===== src/rtl/turbo_pkg.sv =====
`default_nettype none
// ============================================================================
// Module   : turbo_pkg
// Purpose  : Shared types for the turbo puncture/serializer block: output FSM
//            state encoding, rate-select encodings and the packed turbo
//            symbol {last, par2, par1, sys} carried through the symbol FIFO.
// Revision : 1.0 - initial release
// ============================================================================
package turbo_pkg;

  typedef enum logic [1:0] {
    ST_IDLE = 2'd0,
    ST_SYS  = 2'd1,
    ST_P1   = 2'd2,
    ST_P2   = 2'd3
  } state_e;

  localparam logic RATE_1_3 = 1'b0;
  localparam logic RATE_1_2 = 1'b1;

  localparam int unsigned SYM_W = 4;

  typedef struct packed {
    logic last;
    logic par2;
    logic par1;
    logic sys;
  } sym_t;

endpackage
`default_nettype wire


===== src/rtl/turbo_sym_fifo.sv =====
`default_nettype none
// ============================================================================
// Module   : turbo_sym_fifo
// Purpose  : Synchronous FIFO for turbo symbols. Read data is the head entry
//            (show-ahead); pointers carry one extra MSB so full and empty are
//            told apart when the index bits match.
// Ports    : clk, reset (async, active-high)
//            push_i/wdata_i  - write request and data (ignored while full)
//            pop_i           - read request (ignored while empty)
//            rdata_o         - head entry
//            full_o/empty_o  - status flags
// Revision : 1.0 - initial release
// ============================================================================
module turbo_sym_fifo #(
  parameter int DEPTH = 8,
  parameter int WIDTH = 4
) (
  input  logic             clk,
  input  logic             reset,
  input  logic             push_i,
  input  logic [WIDTH-1:0] wdata_i,
  input  logic             pop_i,
  output logic [WIDTH-1:0] rdata_o,
  output logic             full_o,
  output logic             empty_o
);

  localparam int AW = $clog2(DEPTH);
  localparam logic [AW:0] PTR_ONE = {{AW{1'b0}}, 1'b1};

  logic [WIDTH-1:0] mem_q [DEPTH];
  logic [AW:0]      wr_ptr_q;
  logic [AW:0]      rd_ptr_q;
  logic             do_push;
  logic             do_pop;

  assign empty_o = (wr_ptr_q == rd_ptr_q);
  assign full_o  = (wr_ptr_q[AW] != rd_ptr_q[AW]) &&
                   (wr_ptr_q[AW-1:0] == rd_ptr_q[AW-1:0]);
  // A full FIFO refuses the write even when a read frees a slot this cycle.
  assign do_push = push_i && !full_o;
  assign do_pop  = pop_i && !empty_o;
  assign rdata_o = mem_q[rd_ptr_q[AW-1:0]];

  always_ff @(posedge clk or posedge reset) begin
    if (reset) begin
      wr_ptr_q <= '0;
      rd_ptr_q <= '0;
    end else begin
      if (do_push) wr_ptr_q <= wr_ptr_q + PTR_ONE;
      if (do_pop)  rd_ptr_q <= rd_ptr_q + PTR_ONE;
    end
  end

  always_ff @(posedge clk) begin
    if (do_push) mem_q[wr_ptr_q[AW-1:0]] <= wdata_i;
  end

endmodule
`default_nettype wire


===== src/rtl/turbo_puncture_serializer.sv =====
`default_nettype none
// ============================================================================
// Module   : turbo_puncture_serializer
// Purpose  : Buffers turbo symbols {sys, par1, par2} and serializes them as a
//            rate 1/3 (sys,p1,p2) or punctured rate 1/2 (sys,p1 / sys,p2
//            alternating) channel bitstream over a valid/ready handshake.
// Ports    : clk, reset (async, active-high)
//            rate_sel_i                 - 0: rate 1/3, 1: rate 1/2 (frame start)
//            in_valid_i/in_ready_o      - input symbol handshake
//            in_sys_i/in_par1_i/in_par2_i/in_last_i - symbol fields
//            out_valid_o/out_ready_i    - output bit handshake
//            out_bit_o/out_last_o       - serial bit, final-bit-of-frame flag
//            frame_done_o               - pulse on the out_last handshake
//            sym_count_o                - symbols emitted in frame (saturating)
// Revision : 1.0 - initial release
// ============================================================================
module turbo_puncture_serializer
  import turbo_pkg::*;
#(
  parameter int FIFO_DEPTH = 8,
  parameter int CNT_W      = 16
) (
  input  logic             clk,
  input  logic             reset,
  input  logic             rate_sel_i,
  input  logic             in_valid_i,
  output logic             in_ready_o,
  input  logic             in_sys_i,
  input  logic             in_par1_i,
  input  logic             in_par2_i,
  input  logic             in_last_i,
  output logic             out_valid_o,
  input  logic             out_ready_i,
  output logic             out_bit_o,
  output logic             out_last_o,
  output logic             frame_done_o,
  output logic [CNT_W-1:0] sym_count_o
);

  localparam logic [CNT_W-1:0] CNT_ONE = {{(CNT_W-1){1'b0}}, 1'b1};

  state_e           state_q, state_d;
  sym_t             hold_q, hold_d;
  logic             rate_q, rate_d;
  logic             phase_q, phase_d;
  logic             active_q, active_d;
  logic [CNT_W-1:0] cnt_q, cnt_d;

  sym_t             in_sym;
  sym_t             fifo_head;
  logic             fifo_full;
  logic             fifo_empty;
  logic             fifo_pop;
  logic             final_bit;
  logic             sym_end;

  assign in_sym     = {in_last_i, in_par2_i, in_par1_i, in_sys_i};
  assign in_ready_o = !fifo_full;

  turbo_sym_fifo #(
    .DEPTH (FIFO_DEPTH),
    .WIDTH (SYM_W)
  ) u_fifo (
    .clk     (clk),
    .reset   (reset),
    .push_i  (in_valid_i),
    .wdata_i (in_sym),
    .pop_i   (fifo_pop),
    .rdata_o (fifo_head),
    .full_o  (fifo_full),
    .empty_o (fifo_empty)
  );

  always_comb begin
    state_d     = state_q;
    hold_d      = hold_q;
    rate_d      = rate_q;
    phase_d     = phase_q;
    active_d    = active_q;
    cnt_d       = cnt_q;
    fifo_pop    = 1'b0;
    sym_end     = 1'b0;
    final_bit   = 1'b0;
    out_bit_o   = 1'b0;
    out_valid_o = (state_q != ST_IDLE);

    case (state_q)
      ST_IDLE: ;
      ST_SYS: begin
        out_bit_o = hold_q.sys;
        // Punctured rate keeps par1 on even symbols and par2 on odd ones.
        if (out_ready_i)
          state_d = (rate_q == RATE_1_2 && phase_q) ? ST_P2 : ST_P1;
      end
      ST_P1: begin
        out_bit_o = hold_q.par1;
        final_bit = (rate_q == RATE_1_2);
        if (out_ready_i) begin
          if (final_bit) sym_end = 1'b1;
          else           state_d = ST_P2;
        end
      end
      ST_P2: begin
        out_bit_o = hold_q.par2;
        final_bit = 1'b1;
        if (out_ready_i) sym_end = 1'b1;
      end
      default: state_d = ST_IDLE;
    endcase

    if (sym_end) begin
      state_d = ST_IDLE;
      cnt_d   = (&cnt_q) ? cnt_q : cnt_q + CNT_ONE;
      if (rate_q == RATE_1_2) phase_d = ~phase_q;
      if (hold_q.last) begin
        phase_d  = 1'b0;
        active_d = 1'b0;
        cnt_d    = '0;
      end
    end

    // Loading straight after a symbol end avoids a bubble between symbols.
    // Using active_d lets a frame that starts right after a last symbol
    // re-latch the rate selection.
    if ((state_q == ST_IDLE || sym_end) && !fifo_empty) begin
      fifo_pop = 1'b1;
      hold_d   = fifo_head;
      state_d  = ST_SYS;
      if (!active_d) begin
        rate_d   = rate_sel_i;
        active_d = 1'b1;
      end
    end
  end

  assign out_last_o   = final_bit && hold_q.last;
  assign frame_done_o = sym_end && hold_q.last;
  assign sym_count_o  = cnt_q;

  always_ff @(posedge clk or posedge reset) begin
    if (reset) begin
      state_q  <= ST_IDLE;
      hold_q   <= '0;
      rate_q   <= RATE_1_3;
      phase_q  <= 1'b0;
      active_q <= 1'b0;
      cnt_q    <= '0;
    end else begin
      state_q  <= state_d;
      hold_q   <= hold_d;
      rate_q   <= rate_d;
      phase_q  <= phase_d;
      active_q <= active_d;
      cnt_q    <= cnt_d;
    end
  end

endmodule
`default_nettype wire


===== config.mk =====
export PLATFORM = sky130hd
export DESIGN_NAME = turbo_puncture_serializer
export DESIGN_NICKNAME = d
export VERILOG_FILES = /design/src/rtl/turbo_pkg.sv /design/src/rtl/turbo_sym_fifo.sv /design/src/rtl/turbo_puncture_serializer.sv
export SDC_FILE = /design/constraint.sdc
export NUM_CORES = 1
export LEC_CHECK = 0
export ABC_AREA = 1
export BUFFER_PORTS_ARGS = -buffer_cell sky130_fd_sc_hd__buf_2
export CORE_MARGIN = 4
export CORE_UTILIZATION = 60
export CTS_BUF_LIST = sky130_fd_sc_hd__clkbuf_8
export DETAILED_ROUTE_END_ITERATION = 10
export MAX_ROUTING_LAYER = met4
export PLACE_DENSITY = 0.8
export REMOVE_ABC_BUFFERS = 1
export SYNTH_ARGS = -nofsm -noshare
export SYNTH_HDL_FRONTEND = slang
export SYNTH_SLANG_ARGS = --single-unit

===== constraint.sdc =====
create_clock -name clk -period 2.5 [get_ports clk]
set_input_delay 0.625 -clock clk [delete_from_list [all_inputs] [get_ports clk]]
set_output_delay 0.625 -clock clk [all_outputs]
set_load 0.02 [all_outputs]

Word-level counts from Yosys, hierarchy flattened
Memory sizes are Yosys's and may differ from the RTL's. A register that Yosys moved wholly into a read port is not among the register bits.
Cells that the tools add are included.
{"block": "totals", "mem_bits_rw": 32, "in_bits": 9, "n_memories": 1, "ff_bits": 29, "output_inout_bits": 21, "wordCells": 65}
{"block": "op_classes", "muxes": 23, "n_reduce_logical": 19, "eq_ne": 10, "n_bitwise": 2, "add_sub_neg": 3}
{"memory": "u_fifo.mem_q", "depth": 8, "width": 4, "rd": 1, "rd_ports_with_merged_regs": 1, "wr": 1, "line_no": "turbo_sym_fifo.sv:31", "text": "logic [WIDTH-1:0] mem_q [DEPTH];"}
{"operator": "two-way mux 16 bit", "n": 2}
{"operator": "adder 16 x 1 -> 16 bit (second input constant)", "n": 1}
{"operator": "AND reduction 16 bit", "n": 1}
{"operator": "two-way mux 1 bit", "n": 12}
{"operator": "inequality test 4 bit (second input constant)", "n": 3}
{"operator": "two-way mux 2 bit", "n": 5}
{"operator": "adder 4 x 1 -> 4 bit (second input constant)", "n": 2}
{"operator": "logical AND 1 bit", "n": 7}
{"operator": "AND reduction 2 bit", "n": 3}
{"operator": "== test 2 bit (second input constant)", "n": 2}
{"operator": "== test 4 bit", "n": 1}
{"operator": "case mux 1 bit (2 select lines)", "n": 2}
{"operator": "case mux 2 bit (2 select lines)", "n": 1}
{"operator": "AND reduction 4 bit", "n": 1}
{"operator": "nonzero test 2 bit", "n": 2}
{"operator": "nonzero test 4 bit", "n": 1}
{"operator": "== test 3 bit", "n": 1}
{"operator": "case mux 1 bit (3 select lines)", "n": 1}
{"operator": "== test 2 x 1 -> 1 bit (second input constant)", "n": 1}
{"operator": "logical NOT 1 bit", "n": 2}
{"operator": "logical NOT 2 bit", "n": 1}
{"operator": "inequality test 2 bit (second input constant)", "n": 1}
{"operator": "inverter 1 bit", "n": 2}
{"operator": "logical OR 1 bit", "n": 1}
{"operator": "inequality test 1 bit", "n": 1}

Longest topological paths before layout
Gate-level depths: netlist of the first run.
{"block": "logic_depth", "depth_word": 7, "depth_mapped": 11, "depth_no_buf": 10}

Hierarchy
A second synthesis of the first run with hierarchy kept.
{"block": "hier_totals", "cells_unflattened": 397, "area_unflattened_um2": 3383.2}
{"module": "turbo_sym_fifo", "seq_area_each_um2": 1161.1, "instances": 1, "cells_each": 178, "area_per_inst_um2": 1835.5}
{"module": "turbo_puncture_serializer", "seq_area_each_um2": 625.6, "instances": 1, "cells_each": 219, "area_per_inst_um2": 1547.7}

Worst setup path after synthesis of the first run
OpenSTA, ideal clock, no wires.
{"block": "synth_timing", "path_type": "register to register", "startpoint": "register u_fifo.rd_ptr_q[2]", "endpoint": "memory u_fifo.mem_q[3][0], enable pin", "t_arrival_ns": 1.498, "stages_incl_launch_ff": 11, "setup_ns": 0.329, "t_required_ns": 2.171, "synth_period_minus_slack_ns": 1.827, "path_slack_ns": 0.673, "n_path_buf": 1, "cell_sequence": "dfrtp_1 buf_4 inv_1 nand2_1 nand2_1 nor2_1 nand3_1 nand2_1 inv_2 nand2_1 nor2_1"}
{"block": "synth_via", "elab_chain_cells": 6}
{"item": "start, declared", "line_no": "turbo_sym_fifo.sv:33", "text": "logic [AW:0] rd_ptr_q;"}
{"item": "start signal, assigned", "line_no": "turbo_sym_fifo.sv:51", "text": "if (do_pop) rd_ptr_q <= rd_ptr_q + PTR_ONE;"}
{"item": "== test 3 bit", "line_no": "turbo_sym_fifo.sv:39", "text": "(wr_ptr_q[AW-1:0] == rd_ptr_q[AW-1:0]);"}
{"item": "logical AND 1 bit", "line_no": "turbo_sym_fifo.sv:38", "text": "assign full_o = (wr_ptr_q[AW] != rd_ptr_q[AW]) &&"}
{"item": "logical NOT 1 bit"}
{"item": "named net in_ready_o", "line_no": "turbo_puncture_serializer.sv:27", "text": "output logic in_ready_o,"}
{"item": "logical AND 1 bit", "line_no": "turbo_sym_fifo.sv:41", "text": "assign do_push = push_i && !full_o;"}
{"item": "two-way mux 1 bit", "line_no": "turbo_sym_fifo.sv:56", "text": "if (do_push) mem_q[wr_ptr_q[AW-1:0]] <= wdata_i;"}
{"item": "two-way mux 1 bit (implied by the code)", "line_no": "turbo_sym_fifo.sv:56"}
{"item": "end, declared", "line_no": "turbo_sym_fifo.sv:31"}
The timed path passes the listed nets, and every way through them passes these cells.

Final worst setup path of the first run
{"block": "layout_timing", "startpoint": "register hold_q[3] (netlist name)", "endpoint": "output frame_done_o"}
{"block": "layout_via", "elab_chain_cells": 1}
{"item": "logical AND 1 bit", "line_no": "turbo_puncture_serializer.sv:137", "text": "assign frame_done_o = sym_end && hold_q.last;"}
{"item": "end, declared", "line_no": "turbo_puncture_serializer.sv:36", "text": "output logic frame_done_o,"}
Every way passes these cells.

==> report_table.html, run 1 <==
<table>
<tr><th>Metric</th><th>Value</th></tr>
<tr><th colspan="2">Logic synthesis</th></tr>
<tr><td>Top flip-flop cell by instance count after synthesis</td><td>dfrtp_1</td></tr>
<tr><td>Count of different cell masters after synthesis</td><td>33</td></tr>
<tr><td>EDFF count, synth</td><td>32</td></tr>
<tr><td>Area fraction of the dominant cell type after synthesis</td><td>28.9%</td></tr>
<tr><td>Synthesis Warnings</td><td>0</td></tr>
<tr><td>Sequential fraction of the synthesis area</td><td>53.7%</td></tr>
<tr><td>Cell type with the highest aggregate area in the netlist</td><td>edfxtp_1</td></tr>
<tr><td>Cell count after synthesis</td><td>378</td></tr>
<tr><td>Post-synthesis share of cell area spent on full adders, half adders and majority gates</td><td>1.13%</td></tr>
<tr><td>Multiplexer share of the synthesized area</td><td>0%</td></tr>
<tr><td>Compound-gate portion of the synthesized area</td><td>9.71%</td></tr>
<tr><td>Main combinational cell family by area after synthesis</td><td>simple AND/OR/NAND/NOR gates</td></tr>
<tr><td>Synthesized flop and latch total</td><td>65</td></tr>
<tr><td>Basic-gate share of the synthesized area counting and, or, nand and nor cells</td><td>26.3%</td></tr>
<tr><td>Syn Area/Cell</td><td>8.79 um^2</td></tr>
<tr><td>Post-Synth XOR/XNOR Area</td><td>2.63%</td></tr>
<tr><td>Post-synthesis instance area</td><td>3320 um^2</td></tr>
<tr><td>Synth area leaders</td><td>edfxtp_1 (29%), dfrtp_1 (25%), nand2_1 (13%)</td></tr>
<tr><td>Proportion of synthesized flip-flops having asynchronous set or reset</td><td>50.8%</td></tr>
<tr><th colspan="2">GRT</th></tr>
<tr><td>Total global-route track usage</td><td>24.6%</td></tr>
<tr><td>Pin count of the biggest net entering global routing</td><td>34</td></tr>
<tr><td>Vias in the first global route</td><td>2,561</td></tr>
<tr><td>Overall overflow remaining after global route</td><td>0</td></tr>
<tr><td>Global-route wire length before repair</td><td>12.0 mm</td></tr>
<tr><td>Antenna violations before repair</td><td>0</td></tr>
<tr><th colspan="2">Timing</th></tr>
<tr><td>Clk_skew</td><td>0.0103 ns</td></tr>
<tr><td>Post-route clock period utilization</td><td>93.2%</td></tr>
<tr><td>Slew of the pin with the lowest slew margin</td><td>0.985 ns</td></tr>
<tr><td>Hold violation total from the final report</td><td>0</td></tr>
<tr><td>Max frequency</td><td>429 MHz</td></tr>
<tr><td>RSZ-0062 raised after global routing</td><td>false</td></tr>
<tr><td>Sum of negative setup slack</td><td>0 ns</td></tr>
<tr><td>Relative max-transition margin</td><td>34.4%</td></tr>
<tr><td>Final setup vio count</td><td>0</td></tr>
<tr><td>Fin. max-slew vios</td><td>0</td></tr>
<tr><td>Crit path time final</td><td>2.33 ns</td></tr>
<tr><th colspan="2">Finish</th></tr>
<tr><td>Number of standard cells in the layout, taps in and fillers out</td><td>484</td></tr>
<tr><td>N_diodes</td><td>0</td></tr>
<tr><td>Most common library cell in the layout ignoring fill and taps</td><td>nand2_1</td></tr>
<tr><td>Most frequent cells in the layout</td><td>nand2_1 (111), nor2_1 (52), dfrtp_1 (33)</td></tr>
<tr><td># nets final</td><td>421</td></tr>
<tr><td>Syn-to-layout area delta</td><td>11.0%</td></tr>
<tr><td>Layout cell share with drive strength beyond 1</td><td>18.4%</td></tr>
<tr><th colspan="2">Route</th></tr>
<tr><td>Antenna violation net count after detailed routing</td><td>0</td></tr>
<tr><td>Avg WL per Cell</td><td>14.8 um</td></tr>
<tr><td>First-pass DRT Iterations</td><td>5</td></tr>
<tr><td>Mean number of vias per cell</td><td>5.54</td></tr>
<tr><td>Number of vias after detailed routing</td><td>2,681</td></tr>
<tr><td>Number of design rule violations left after detail routing</td><td>0</td></tr>
<tr><td>First DRT Iteration DRCs</td><td>215</td></tr>
<tr><td>Wire length reported by the detailed router</td><td>7.17 mm</td></tr>
<tr><th colspan="2">CTS</th></tr>
<tr><td>Bufs on Longest Clock Path</td><td>2</td></tr>
<tr><td>Clock Tree Root</td><td>clkbuf_8</td></tr>
<tr><td>Post_cts resized</td><td>0</td></tr>
<tr><td>Clock slew at reported path FFs</td><td>0.08 ns</td></tr>
<tr><td>Number of levels the H-tree was split into</td><td>3</td></tr>
<tr><td>Clock tree from TritonCTS</td><td>yes</td></tr>
<tr><td>Post-CTS setup buffer count</td><td>0</td></tr>
<tr><td>Worst-Skew Late Latency</td><td>0.35 ns</td></tr>
<tr><td>Hold buffer count at CTS</td><td>0</td></tr>
<tr><td>Sinks on Clock Net</td><td>65</td></tr>
<tr><td>Number of clock buffers inserted by TritonCTS</td><td>9</td></tr>
<tr><th colspan="2">Hold path</th></tr>
<tr><td>Kind of path behind the tightest hold check</td><td>input port to asynchronous set/reset pin</td></tr>
<tr><th colspan="2">Die</th></tr>
<tr><td>Starting density of the core</td><td>63.5%</td></tr>
<tr><td>CORE AREA</td><td>5240 um^2</td></tr>
<tr><td>Horizontal die dimension</td><td>82.4 um</td></tr>
<tr><td>Number of placement rows</td><td>26</td></tr>
<tr><td>Vertical die dimension</td><td>82.4 um</td></tr>
<tr><td>Number of top-level design ports</td><td>30</td></tr>
<tr><td>Die area</td><td>6800 um^2</td></tr>
<tr><th colspan="2">Setup path</th></tr>
<tr><td>Classification of the worst setup path</td><td>flip-flop to output port</td></tr>
<tr><td>Kind of capture point of the worst setup path</td><td>output port</td></tr>
<tr><td>Required time worst endpoint</td><td>1.88 ns</td></tr>
<tr><td>Worst-path fanout max</td><td>11</td></tr>
<tr><td>Nature of the critical path startpoint</td><td>flip-flop</td></tr>
<tr><td>Startpoint of the worst setup timing path</td><td>hold_q[3]$_DFFE_PP0P_</td></tr>
<tr><td>Arrival @ worst endpoint</td><td>1.70 ns</td></tr>
<tr><td>Startpoint of the worst register-to-register path</td><td>u_fifo.rd_ptr_q[1]$_DFFE_PP0P_</td></tr>
<tr><th colspan="2">Power and ir drop</th></tr>
<tr><td>Maximum resistive drop on vdd</td><td>0.752 mV</td></tr>
<tr><td>Leak</td><td>0.00166 uW</td></tr>
<tr><td>Pwr per Cell Area</td><td>1100 nW/um^2</td></tr>
<tr><th colspan="2">Place</th></tr>
<tr><td>Placed wire-length estimate after detailed placement</td><td>5.07 mm</td></tr>
<tr><td>Routability-driven placement congestion ratio</td><td>0.828</td></tr>
<tr><td>Placed instance count</td><td>468</td></tr>
<tr><td>Port-buffer cells</td><td>29</td></tr>
<tr><th colspan="2">Flow run</th></tr>
<tr><td>Max Cap Viol</td><td>0</td></tr>
<tr><th colspan="2">Status</th></tr>
<tr><td>Result of the run</td><td>finished, final reports clean</td></tr>
</table>
registers in the layout, summed over array words and instances (netlist names):
name,count
u_fifo.mem_q,32
sym_count_o,16
hold_q,4
u_fifo.rd_ptr_q,4
u_fifo.wr_ptr_q,4
state_q,2
active_q,1
phase_q,1
rate_q,1
synthesized netlist by cell type (2+ instances only):
master    count
nand2_1     111
nor2_1       52
dfrtp_1      33
edfxtp_1     32
inv_1        29
o21ai_0      24
nand3_1      17
o21ai_2      10
xor2_1        9
o22ai_1       8
nand2_2       7
nand4_1       7
buf_2         4
a21oi_1       3
ha_1          3
inv_2         3
o21bai_1      3
buf_4         2
clkbuf_1      2
nand2_4       2
nand3_2       2
nor2_4        2
nor3_1        2
o211ai_1      2
where the power goes:
| part | switching (uW) | internal [uW] |
|---|---|---|
| Sequential | 263 | 1380 |
| Clock | 454 | 479 |
| Combinational | 1010 | 466 |
| Total | 1730 | 2320 |
per-stage QoR:
step | power [uW] | hold WS, ns | util, % | worst slack, ns | area, um^2
after floorplan | 2670 | 0.444 | - | 0.509 | 3240
after global placement | 3050 | 0.464 | 66.5 | 0.463 | 3480
after detailed placement | 3110 | 0.474 | 66.5 | 0.382 | 3480
after CTS | 4050 | 0.364 | 70.4 | 0.182 | 3690
after global routing | 4350 | 0.382 | 70.4 | 0.0814 | 3690
final | 4050 | 0.344 | 70.4 | 0.171 | 3690
path summary, 6_finish.rpt:
path	end	cells after the start	slack, ns
worst max-delay path	frame_done_o	3	0.17
worst min-delay path	sym_count_o[13]$_DFFE_PP0P_	3	0.34
worst max register to register	u_fifo.mem_q[3][2]$_DFFE_PP_	9	0.35
worst min register to register	hold_q[0]$_DFFE_PP0P_	2	0.49
max in group asynchronous	state_q[0]$_DFFE_PP0P_	3	1.84
min in group clk	rate_q$_DFFE_PP0P_	3	0.48
cell families after synthesis:
logic type	Yosys count
AND/OR/NAND/NOR	204
buffers and inverters	44
AO/OA/AOI/OAI	52
adder cells (fa/ha/maj)	3
flip-flops	65
XOR/XNOR	10
layout make-up:
cell class | instances | area [um^2]
Sequential cell | 65 | 1790
Fill cell | 389 | 1550
Multi-Input combinational cell | 269 | 1320
Timing Repair Buffer | 31 | 160
Inverter | 33 | 125
Clock buffer | 9 | 124
Tap cell | 70 | 87.6
Clock inverter | 7 | 82.6
critical path, stage by stage (launching register included):
cell	delay, ns
dfrtp_1	0.61
inv_1	0.32
nor2_1	0.23
buf_2	0.20
per-layer routing:
metal  vias to the layer above  global-route usage [%]  share of wire [%]
li1                       1304                       -                  -
met1                      1252                    30.3                 42
met2                       107                    38.8                 48
met3                        18                    4.45                6.4
met4                         0                    13.0                3.0
met5                         -                       -                  0
(Power assumes the default switching activity.)
==> inputs of run 2 (changes only) <==
Settings changed: ABC_AREA 1 to not set, CORE_ASPECT_RATIO set to 0.5, PLACE_DENSITY 0.8 to 0.81.
==> run 2 against run 1 <==
Against the previous run:
- sequential share of layout area rose by 1.4 points
- via count is 23% lower
- synthesized cell count fell by 38%
- register-to-register slack better by 0.07 ns
- area after synthesis decreased by 4.1%
- largest cell class unchanged
- largest power group unchanged
==> report_table.html, run 2 <==
<table>
<tr><th>Metric</th><th>Value</th></tr>
<tr><th colspan="2">Logic synthesis</th></tr>
<tr><td>Sequential fraction of the synthesis area</td><td>56.0% (+2.3 points)</td></tr>
<tr><td>Compound-gate portion of the synthesized area</td><td>11.3% (+1.6 points)</td></tr>
<tr><td>Top cells by instance count after synthesis</td><td>dfrtp_1 (33), edfxtp_1 (32), nand2_1 (23)</td></tr>
<tr><td>Post-Synth XOR/XNOR Area</td><td>3.22% (+0.58 points)</td></tr>
<tr><td>Synth area leaders</td><td>edfxtp_1 (30%), dfrtp_1 (26%), mux4_1 (6.6%)</td></tr>
<tr><td>Top flip-flop cell by instance count after synthesis</td><td>dfrtp_1</td></tr>
<tr><td>Area fraction of the dominant cell type after synthesis</td><td>30.1% (+1.2 points)</td></tr>
<tr><td>Synthesized flop and latch total</td><td>65 (unchanged)</td></tr>
<tr><td>Proportion of synthesized flip-flops having asynchronous set or reset</td><td>50.8% (unchanged)</td></tr>
<tr><td>Basic-gate share of the synthesized area counting and, or, nand and nor cells</td><td>14.4% (-12 points)</td></tr>
<tr><td>Synthesis Warnings</td><td>0 (unchanged)</td></tr>
<tr><td>Most common cell in the synthesized netlist</td><td>dfrtp_1</td></tr>
<tr><td>Post-synthesis share of cell area spent on full adders, half adders and majority gates</td><td>1.18% (+0.048 points)</td></tr>
<tr><td>Count of different cell masters after synthesis</td><td>57 (+73%)</td></tr>
<tr><td>Main combinational cell family by area after synthesis</td><td>simple AND/OR/NAND/NOR gates</td></tr>
<tr><td>Syn Area/Cell</td><td>13.5 um^2 (+54%)</td></tr>
<tr><td>Cell count after synthesis</td><td>236 (-38%)</td></tr>
<tr><td>Cell type with the highest aggregate area in the netlist</td><td>edfxtp_1</td></tr>
<tr><td>Post-synthesis instance area</td><td>3190 um^2 (-4.1%)</td></tr>
<tr><td>EDFF count, synth</td><td>32 (unchanged)</td></tr>
<tr><td>Multiplexer share of the synthesized area</td><td>10.6% (+11 points)</td></tr>
<tr><th colspan="2">Place</th></tr>
<tr><td>Placed instance count</td><td>329 (-30%)</td></tr>
<tr><td>Routability-driven placement congestion ratio</td><td>0.919 (+11%)</td></tr>
<tr><td>Port-buffer cells</td><td>29 (unchanged)</td></tr>
<tr><td>Placed wire-length estimate after detailed placement</td><td>4.16 mm (-18%)</td></tr>
<tr><td>Pre-CTS setup slack</td><td>0.443 ns (+0.0606 ns)</td></tr>
<tr><th colspan="2">Timing</th></tr>
<tr><td>Fin. max-slew vios</td><td>0 (unchanged)</td></tr>
<tr><td>Max frequency</td><td>429 MHz (about the same)</td></tr>
<tr><td>Post-route clock period utilization</td><td>93.2% (about the same)</td></tr>
<tr><td>Sum of negative setup slack</td><td>0 ns (unchanged)</td></tr>
<tr><td>Final setup vio count</td><td>0 (unchanged)</td></tr>
<tr><td>Crit path time final</td><td>2.33 ns (+0.00162 ns)</td></tr>
<tr><td>Hold violation total from the final report</td><td>0 (unchanged)</td></tr>
<tr><td>Relative max-transition margin</td><td>53.6% (+19 points)</td></tr>
<tr><td>RSZ-0062 raised after global routing</td><td>false</td></tr>
<tr><td>Setup slack of the critical path after layout</td><td>0.169 ns (-0.00162 ns)</td></tr>
<tr><td>Clk_skew</td><td>0.00998 ns (-0.000302 ns)</td></tr>
<tr><td>Slew of the pin with the lowest slew margin</td><td>0.687 ns (-0.298 ns)</td></tr>
<tr><th colspan="2">Hold path</th></tr>
<tr><td>Kind of path behind the tightest hold check</td><td>input port to asynchronous set/reset pin</td></tr>
<tr><th colspan="2">Setup path</th></tr>
<tr><td>Arrival @ worst endpoint</td><td>1.71 ns (about the same)</td></tr>
<tr><td>Nature of the critical path startpoint</td><td>flip-flop</td></tr>
<tr><td>Worst-path fanout max</td><td>9 (-2)</td></tr>
<tr><td>Required time worst endpoint</td><td>1.88 ns (about the same)</td></tr>
<tr><td>Kind of capture point of the worst setup path</td><td>output port</td></tr>
<tr><td>Classification of the worst setup path</td><td>flip-flop to output port</td></tr>
<tr><th colspan="2">Power and ir drop</th></tr>
<tr><td>Leak</td><td>0.00145 uW (-13%)</td></tr>
<tr><td>Design internal power</td><td>2580 uW (+11%)</td></tr>
<tr><td>Share of power burned in registers</td><td>41.2% (+0.7 points)</td></tr>
<tr><td>Fraction of power spent switching nets</td><td>35.6% (-7.0 points)</td></tr>
<tr><td>Pwr per Cell Area</td><td>1120 nW/um^2 (+1.7%)</td></tr>
<tr><td>Maximum resistive drop on vdd</td><td>0.461 mV (-39%)</td></tr>
<tr><td>Logic pwr share</td><td>34.6% (-1.9 points)</td></tr>
<tr><td>Clock network power share</td><td>24.2% (+1.2 points)</td></tr>
<tr><td>Total net switching power</td><td>1430 uW (-17%)</td></tr>
<tr><th colspan="2">CTS</th></tr>
<tr><td>Number of levels the H-tree was split into</td><td>3 (unchanged)</td></tr>
<tr><td>Bufs on Longest Clock Path</td><td>2 (unchanged)</td></tr>
<tr><td>Clock slew at reported path FFs</td><td>0.07 ns (about the same)</td></tr>
<tr><td>Worst-Skew Late Latency</td><td>0.34 ns (about the same)</td></tr>
<tr><td>Clock tree from TritonCTS</td><td>yes</td></tr>
<tr><td>Sinks on Clock Net</td><td>65 (unchanged)</td></tr>
<tr><td>Post-CTS setup buffer count</td><td>0 (unchanged)</td></tr>
<tr><td>Clock Tree Root</td><td>clkbuf_8</td></tr>
<tr><td>Number of clock buffers inserted by TritonCTS</td><td>9 (unchanged)</td></tr>
<tr><td>Post_cts resized</td><td>0 (unchanged)</td></tr>
<tr><td>Hold buffer count at CTS</td><td>0 (unchanged)</td></tr>
<tr><th colspan="2">Route</th></tr>
<tr><td>Wire length reported by the detailed router</td><td>6.14 mm (-14%)</td></tr>
<tr><td>First-pass DRT Iterations</td><td>4 (-1)</td></tr>
<tr><td>Antenna violation net count after detailed routing</td><td>0 (unchanged)</td></tr>
<tr><td>Mean number of vias per cell</td><td>6.03 (+8.8%)</td></tr>
<tr><td>Number of design rule violations left after detail routing</td><td>0 (unchanged)</td></tr>
<tr><td>First DRT Iteration DRCs</td><td>134 (-38%)</td></tr>
<tr><td>Number of vias after detailed routing</td><td>2,073 (-23%)</td></tr>
<tr><td>Avg WL per Cell</td><td>17.8 um (+20%)</td></tr>
<tr><th colspan="2">Die</th></tr>
<tr><td>Horizontal die dimension</td><td>111 um (+35%)</td></tr>
<tr><td>Die area</td><td>6610 um^2 (-2.7%)</td></tr>
<tr><td>Vertical die dimension</td><td>59.5 um (-28%)</td></tr>
<tr><td>CORE AREA</td><td>5020 um^2 (-4.1%)</td></tr>
<tr><td>Starting density of the core</td><td>63.5% (about the same)</td></tr>
<tr><td>Number of top-level design ports</td><td>30 (unchanged)</td></tr>
<tr><td>Number of placement rows</td><td>18 (-31%)</td></tr>
<tr><th colspan="2">GRT</th></tr>
<tr><td>Vias in the first global route</td><td>2,174 (-15%)</td></tr>
<tr><td>Pin count of the biggest net entering global routing</td><td>34 (unchanged)</td></tr>
<tr><td>Overall overflow remaining after global route</td><td>0 (unchanged)</td></tr>
<tr><td>Total global-route track usage</td><td>21.4% (-3.2 points)</td></tr>
<tr><td>Antenna violations before repair</td><td>0 (unchanged)</td></tr>
<tr><td>Global-route wire length before repair</td><td>10.5 mm (-12%)</td></tr>
<tr><th colspan="2">Finish</th></tr>
<tr><td>Syn-to-layout area delta</td><td>12.6%</td></tr>
<tr><td>Most frequent cells in the layout</td><td>dfrtp_1 (33), edfxtp_1 (32), buf_2 (29)</td></tr>
<tr><td>Most common library cell in the layout ignoring fill and taps</td><td>dfrtp_1</td></tr>
<tr><td>N_diodes</td><td>0 (unchanged)</td></tr>
<tr><td>Layout cell share with drive strength beyond 1</td><td>25.5% (+7.2 points)</td></tr>
<tr><td># nets final</td><td>282 (-33%)</td></tr>
<tr><td>Flip-flop count of the largest register after layout</td><td>32 (unchanged)</td></tr>
<tr><td>Number of standard cells in the layout, taps in and fillers out</td><td>344 (-29%)</td></tr>
<tr><th colspan="2">Flow run</th></tr>
<tr><td>Max Cap Viol</td><td>0 (unchanged)</td></tr>
<tr><th colspan="2">Status</th></tr>
<tr><td>Result of the run</td><td>finished, final reports clean</td></tr>
</table>
run 2: power by group through the flow:
stage,registers (uW),logic [uW],clock network (uW)
finish,1650,1390,969
global placement,1650,1320,0
CTS,1650,1390,982
detailed placement,1670,1370,0
floorplan,1670,976,0
global route,1690,1510,1040
run 2: final cells by class:
type / instances / area (um^2)
multi-input combinational: 156 / 1300
fill: 318 / 1430
tap: 70 / 87.6
timing repair buffer: 35 / 190
clock inverter: 6 / 92.6
inverter: 3 / 11.3
clock buffer: 9 / 124
sequential: 65 / 1790
run 2: logic make-up after synthesis:
| family | count (synthesis) |
|---|---|
| simple gates | 74 |
| flops | 65 |
| compound gates | 50 |
| mux | 19 |
| buf+inv | 15 |
| xor+xnor | 10 |
| fa+ha+maj | 3 |
run 2: metal layers:
| layer | GRT usage (%) | part of all wire, % | up-vias |
|---|---|---|---|
| li1 | - | - | 979 |
| met1 | 25.0 | 44 | 1032 |
| met4 | 7.63 | 1.5 | 0 |
| met2 | 36.3 | 50 | 53 |
| met3 | 6.52 | 4.4 | 9 |
| met5 | - | 0 | - |
run 2: worst max-delay path, cell delays in order, from the launching register on:
cell     delay [ns]
dfrtp_1        0.49
xor2_2         0.21
or4_1          0.50
buf_2          0.17
run 2: worst paths after layout:
path                                                startpoint                              to  slack, ns  cells after the start
max in group asynchronous                                reset          state_q[0]$_DFFE_PP0P_       1.83                      3
worst max-delay path            u_fifo.wr_ptr_q[0]$_DFFE_PP0P_                      in_ready_o       0.17                      3
worst min register to register  u_fifo.rd_ptr_q[3]$_DFFE_PP0P_  u_fifo.rd_ptr_q[3]$_DFFE_PP0P_       0.49                      1
worst min-delay path                                     reset  u_fifo.wr_ptr_q[0]$_DFFE_PP0P_       0.37                      3
min in group clk                u_fifo.rd_ptr_q[3]$_DFFE_PP0P_  u_fifo.rd_ptr_q[3]$_DFFE_PP0P_       0.49                      1
worst max register to register  u_fifo.rd_ptr_q[2]$_DFFE_PP0P_  u_fifo.rd_ptr_q[1]$_DFFE_PP0P_       0.42                      4
run 2: metrics by stage:
step           hold WS (ns)  cell area, um^2  util [%]  total power (uW)
2_1_floorplan         0.457             3100         -              2650
3_3_place_gp          0.478             3370      67.2              2980
3_5_place_dp          0.487             3370      67.2              3040
4_1_cts               0.371             3590      71.5              4030
5_1_grt               0.409             3590      71.5              4240
6_report              0.366             3590      71.5              4010
